<file path="config.mk">
export PLATFORM = sky130hd
export DESIGN_NAME = ahb_lite_master_engine
export DESIGN_NICKNAME = d
export VERILOG_FILES = /design/src/rtl/ahb_lite_master_engine.sv
export SDC_FILE = /design/constraint.sdc
export NUM_CORES = 1
export LEC_CHECK = 0
export CORE_UTILIZATION = 38
export DETAILED_ROUTE_END_ITERATION = 8
export HOLD_SLACK_MARGIN = 0.02
export PLACE_DENSITY = 0.72
export SLEW_MARGIN = 20
export SYNTH_ARGS = -nofsm -noshare
export SYNTH_HDL_FRONTEND = slang
export SYNTH_SLANG_ARGS = --single-unit
export TNS_END_PERCENT = 100
</file>
<file path="constraint.sdc">
create_clock -name HCLK -period 1.4 [get_ports HCLK]
set_clock_uncertainty 0.15 [all_clocks]
set_input_delay 0.28 -clock HCLK [delete_from_list [all_inputs] [get_ports HCLK]]
set_output_delay 0.28 -clock HCLK [all_outputs]
set_load 0.005 [all_outputs]
</file>
<file path="src/rtl/ahb_lite_master_engine.sv">
// AHB-Lite single-master engine: valid/ready commands to pipelined SINGLE transfers.
// Optional AHB_MASTER_ALIGN_CHECK_EN rejects misaligned or oversized commands locally.
module ahb_lite_master_engine #(
    parameter int ADDRWIDTH = 32,
    parameter int DATAWIDTH = 32
) (
    input  logic                 HCLK,
    input  logic                 HRESETn,
    input  logic                 cmd_valid,
    output logic                 cmd_ready,
    input  logic                 cmd_write,
    input  logic [ADDRWIDTH-1:0] cmd_addr,
    input  logic [2:0]           cmd_size,
    input  logic [DATAWIDTH-1:0] cmd_wdata,
    output logic                 rsp_valid,
    output logic                 rsp_write,
    output logic                 rsp_error,
    output logic [DATAWIDTH-1:0] rsp_rdata,
    output logic [ADDRWIDTH-1:0] HADDR,
    output logic                 HWRITE,
    output logic [2:0]           HSIZE,
    output logic [2:0]           HBURST,
    output logic [3:0]           HPROT,
    output logic                 HMASTLOCK,
    output logic [1:0]           HTRANS,
    output logic [DATAWIDTH-1:0] HWDATA,
    input  logic [DATAWIDTH-1:0] HRDATA,
    input  logic                 HREADY,
    input  logic                 HRESP
);

    localparam logic [0:0] RUN  = 1'b0;
    localparam logic [0:0] ERR2 = 1'b1;

    logic [0:0]           state_q, state_d;
    logic                 a_vld_q, a_vld_d;
    logic                 a_wr_q, a_wr_d;
    logic [ADDRWIDTH-1:0] a_addr_q, a_addr_d;
    logic [2:0]           a_size_q, a_size_d;
    logic [DATAWIDTH-1:0] a_wdata_q, a_wdata_d;
    logic                 a_lerr_q, a_lerr_d;
    logic                 d_vld_q, d_vld_d;
    logic                 d_wr_q, d_wr_d;
    logic [DATAWIDTH-1:0] d_wdata_q, d_wdata_d;
    logic                 d_lerr_q, d_lerr_d;
    logic                 rsp_vld_q, rsp_vld_d;
    logic                 rsp_wr_q, rsp_wr_d;
    logic                 rsp_err_q, rsp_err_d;
    logic [DATAWIDTH-1:0] rsp_rdata_q, rsp_rdata_d;
    logic                 accept;
    logic                 cmd_lerr;

`ifdef AHB_MASTER_ALIGN_CHECK_EN
    logic [7:0] size_mask;
    logic       misalign;
    logic       too_wide;
    assign size_mask = 8'((9'd1 << cmd_size) - 9'd1);
    assign misalign  = |(cmd_addr[7:0] & size_mask);
    assign too_wide  = (32'd8 << cmd_size) > 32'(DATAWIDTH);
    assign cmd_lerr  = misalign | too_wide;
`else
    assign cmd_lerr  = 1'b0;
`endif

    assign cmd_ready = HRESETn && HREADY && (state_q == RUN);
    assign accept    = cmd_valid && cmd_ready;

    always_comb begin
        state_d   = state_q;
        a_vld_d   = a_vld_q;
        a_wr_d    = a_wr_q;
        a_addr_d  = a_addr_q;
        a_size_d  = a_size_q;
        a_wdata_d = a_wdata_q;
        a_lerr_d  = a_lerr_q;
        d_vld_d   = d_vld_q;
        d_wr_d    = d_wr_q;
        d_wdata_d = d_wdata_q;
        d_lerr_d  = d_lerr_q;
        if (state_q == RUN) begin
            if (HREADY) begin
                d_vld_d  = a_vld_q;
                d_wr_d   = a_wr_q;
                d_lerr_d = a_lerr_q;
                if (a_vld_q) d_wdata_d = a_wdata_q;
                a_vld_d = accept;
                if (accept) begin
                    a_wr_d    = cmd_write;
                    a_addr_d  = cmd_addr;
                    a_size_d  = cmd_size;
                    a_wdata_d = cmd_wdata;
                    a_lerr_d  = cmd_lerr;
                end
            end else if (d_vld_q && HRESP && !d_lerr_q) begin
                state_d = ERR2;
            end
        end else if (HREADY) begin
            // Second ERROR cycle ends the data phase; A stays put for reissue.
            state_d = RUN;
            d_vld_d = 1'b0;
        end
    end

    always_comb begin
        rsp_vld_d   = 1'b0;
        rsp_wr_d    = 1'b0;
        rsp_err_d   = 1'b0;
        rsp_rdata_d = '0;
        if (d_vld_q && HREADY) begin
            rsp_vld_d = 1'b1;
            rsp_wr_d  = d_wr_q;
            rsp_err_d = HRESP | d_lerr_q;
            if (!d_wr_q && !HRESP && !d_lerr_q) rsp_rdata_d = HRDATA;
        end
    end

    always_ff @(posedge HCLK or negedge HRESETn) begin
        if (!HRESETn) begin
            state_q     <= RUN;
            a_vld_q     <= 1'b0;
            a_wr_q      <= 1'b0;
            a_addr_q    <= '0;
            a_size_q    <= '0;
            a_wdata_q   <= '0;
            a_lerr_q    <= 1'b0;
            d_vld_q     <= 1'b0;
            d_wr_q      <= 1'b0;
            d_wdata_q   <= '0;
            d_lerr_q    <= 1'b0;
            rsp_vld_q   <= 1'b0;
            rsp_wr_q    <= 1'b0;
            rsp_err_q   <= 1'b0;
            rsp_rdata_q <= '0;
        end else begin
            state_q     <= state_d;
            a_vld_q     <= a_vld_d;
            a_wr_q      <= a_wr_d;
            a_addr_q    <= a_addr_d;
            a_size_q    <= a_size_d;
            a_wdata_q   <= a_wdata_d;
            a_lerr_q    <= a_lerr_d;
            d_vld_q     <= d_vld_d;
            d_wr_q      <= d_wr_d;
            d_wdata_q   <= d_wdata_d;
            d_lerr_q    <= d_lerr_d;
            rsp_vld_q   <= rsp_vld_d;
            rsp_wr_q    <= rsp_wr_d;
            rsp_err_q   <= rsp_err_d;
            rsp_rdata_q <= rsp_rdata_d;
        end
    end

    assign HTRANS    = (a_vld_q && !a_lerr_q && state_q == RUN) ? 2'b10 : 2'b00;
    assign HADDR     = a_addr_q;
    assign HWRITE    = a_wr_q;
    assign HSIZE     = a_size_q;
    assign HWDATA    = d_wdata_q;
    assign HBURST    = 3'b000;
    assign HPROT     = 4'b0011;
    assign HMASTLOCK = 1'b0;

    assign rsp_valid = rsp_vld_q;
    assign rsp_write = rsp_wr_q;
    assign rsp_error = rsp_err_q;
    assign rsp_rdata = rsp_rdata_q;

endmodule

</file>
==> results of run 1 <==
## state kept, by name, indices dropped and copies added, names as in the netlist
signal     flops
rsp_rdata     32
HWDATA        32
a_vld_q        1
HADDR         32
rsp_error      1
HWRITE         1
rsp_valid      1
d_wr_q         1
d_vld_q        1
state_q        1
HSIZE          3
a_wdata_q     32
rsp_write      1
## cell type report
type	count	area share [%]
Sequential cell	139	43.3
Tap cell	176	2.74
Timing Repair Buffer	250	26.2
Clock buffer	21	5.98
Multi-Input combinational cell	156	19.1
Clock inverter	11	2.65
Inverter	2	0.0934
## layer usage
layer	global-route usage [%]	routed length (um)
met5	0	0
met4	4.81	93
met3	7.27	843
met2	29.3	6460
met1	20.7	5200
## timing repair
item,CTS,global route
hold buffers,1,0
pin swaps,2,1
hold endpoints to repair,48,0
gates cloned,0,10
setup endpoints to repair,237,228
setup buffers,15,3
gates resized for setup,418,18
## power by group through the flow
stage / clock network (mW) / logic (mW) / registers, mW
floorplan: 0 / 1.00 / 5.51
global placement: 0 / 3.09 / 5.45
detailed placement: 0 / 3.14 / 5.52
CTS: 5.26 / 2.65 / 5.41
global route: 5.46 / 2.95 / 5.55
finish: 5.17 / 2.72 / 5.42
## cells by family after synthesis
family,after synthesis
flip-flops,139
other,2
buffers and inverters,26
AND/OR/NAND/NOR,42
multiplexers,101
AO/OA/AOI/OAI,3
## synthesized netlist by cell type (2+ instances only)
| cell | n | area [um^2] |
|---|---|---|
| mux2_2 | 92 | 1040 |
| conb_1 | 2 | 7.51 |
| mux2_4 | 9 | 135 |
| and2_1 | 34 | 213 |
| dfrtp_1 | 139 | 3480 |
| and3_1 | 2 | 12.5 |
| inv_1 | 2 | 7.51 |
| clkbuf_1 | 3 | 11.3 |
| o21ai_0 | 2 | 10.0 |
| nor2_1 | 2 | 7.51 |
| buf_2 | 8 | 40.0 |
| buf_4 | 12 | 90.1 |
## stage by stage
| step | cell area [um^2] | util, % | power (mW) | TNS, ns | hold slack [ns] |
|---|---|---|---|---|---|
| floorplan | 5150 | - | 6.51 | -1.59 | -0.166 |
| global placement | 7450 | 56.5 | 8.54 | -68.63 | 0.0681 |
| detailed placement | 7450 | 56.5 | 8.66 | -68.45 | 0.0703 |
| CTS | 7760 | 58.9 | 13.3 | -17.02 | 0.257 |
| global route | 8040 | 61.0 | 14.0 | -26.26 | 0.263 |
| finish | 8040 | 61.0 | 13.3 | -19.77 | 0.277 |
## worst paths after layout
path / from / slack, ns / cells past startpoint / end
setup / recovery: HREADY / -0.24 / 4 / cmd_ready
hold / removal: HRDATA[24] / 0.28 / 2 / rsp_rdata[24]
setup reg to reg: state_q / -0.24 / 5 / HADDR[22]
hold reg to reg: a_wdata_q[29] / 0.35 / 1 / a_wdata_q[29]
max in group asynchronous: HRESETn / 0.16 / 4 / HWDATA[19]
min in group asynchronous: HRESETn / 0.34 / 3 / d_wr_q
==> key figures, run 1 <==
Floorplan
  – Die Wd: 118 um
  – Die ar.: 13900 um^2
  – IO Count: 219
  – FP Rows: 42
  – Die height: 118 um
  – Core outline area: 13200 um^2
  – Starting density of the core: 38.8%

Synthesis
  – Mux contribution to synthesized area: 22.9%
  – Async SR Flop Fraction: 100%
  – EDFF count, synth: 0
  – Post-Syn Instances: 313
  – Compound-cell area share of the yosys netlist: 0.294%
  – Ys flop type: dfrtp_1
  – Synth warn: 0
  – Post-synthesis adder-cell area fraction: 0%
  – Post-synthesis simple-gate area fraction: 5.53%
  – Post-synthesis register bit count: 139
  – Synthesized area: 5110 um^2
  – XOR/XNOR share of the synthesized area: 0%
  – Mean Syn Cell Area: 16.3 um^2
  – Number of library cell types mapped by synthesis: 18
  – Seq/Total Area, Yosys: 68.0%
  – Largest family of logic cells by synthesized area: multiplexers

Critical path
  – CP bufs+invs: 2
  – CP max stage delay: 0.51 ns
  – Slowest cell on crit path: clkdlybuf4s50_1
  – Critical path class: in -> out
  – CP required: 0.97 ns
  – CP Launch Type: input pin
  – CP Max Fanout: 2
  – Critical path's top delay family: buffers and inverters
  – Arr. time, crit path: 1.21 ns
  – CP Capture Type: primary output
  – CP Cell Sequence: clkdlybuf4s50_1 > nor2b_4 > and2_1 > buf_2

Route
  – Antenna-violating nets left: 0
  – Drt total wl: 12.6 mm
  – Wire length per cell: 16.7 um
  – Initial drt markers: 118
  – # DRC: 0
  – Vias per Instance: 4.54
  – Drt first pass iters: 4
  – Detailed-route via count: 3425

Layout
  – Finished Layout Cells: 755
  – P&R area growth vs syn: 57.2%
  – Final net count: 671
  – FF+latch area: 3480 um^2
  – Multi-input gate area: 1540 um^2
  – Most common cell after layout, fill and taps aside: dfrtp_1
  – Layout cells sized above 1: 49.2%
  – Most frequent cells in the layout: 139 x dfrtp_1, 104 x buf_2, 103 x clkdlybuf4s50_1
  – Fillers: 1063
  – ANT cells: 0

Global routing
  – GRT Total Usage: 17.5%
  – Via count of the first global-routing pass: 3597
  – Largest net degree at the start of global routing: 92
  – GR Overflow Total: 0
  – Global-route wire length before repair: 18.7 mm
  – Initial antenna violation count: 0

Power
  – Comb pwr share: 20.4%
  – Sequential Power Share: 40.7%
  – Leakage: 3.93 nW
  – Sw Ratio: 22.8%
  – Int Pwr: 10.3 mW
  – Worst ir drop on vdd: 0.859 mV
  – Clock share of power: 38.9%
  – Power Density: 1650 nW/um^2
  – Total net switching power: 3.04 mW

Placed design
  – RePlAce Congestion: 0.689
  – Cells after DPL: 694
  – Port Buffers: 209
  – Post-detail-place hpwl: 7.71 mm
  – Place WS: -0.668 ns

Timing
  – Min Tclk post-route: 1.64 ns
  – RSZ-0062 raised after global routing: true
  – Final slew viol count: 0
  – Setup violations, final: 102
  – Fmax: 610 MHz
  – Hold Fails Final Rpt: 0
  – Slack of the critical path: -0.241 ns
  – Fin crit share: 117%

Clocking
  – CTS tree: done
  – H-tree depth: 4
  – Cts bufs inserted: 17
  – Clk root buf: clkbuf_16
  – Clock buffer depth: 2
  – Clk_lat worst skew: 0.41 ns
  – Clock-pin slew on the worst setup and hold paths: 0.06 ns
  – Clock Sinks: 139

Run status
  – Failing checks: negative setup slack
  – Status: complete, but fails checks

Worst hold path
  – Worst Hold Class: in -> reg

Run
  – Max cap viols: 0
(Power assumes the default switching activity.)
==> run 2, diff against run 1 <==
GPL_ROUTABILITY_DRIVEN = 1   (was default)
==> results of run 2 <==
The final DEF is identical to that of run 1; final timing and power are the same.
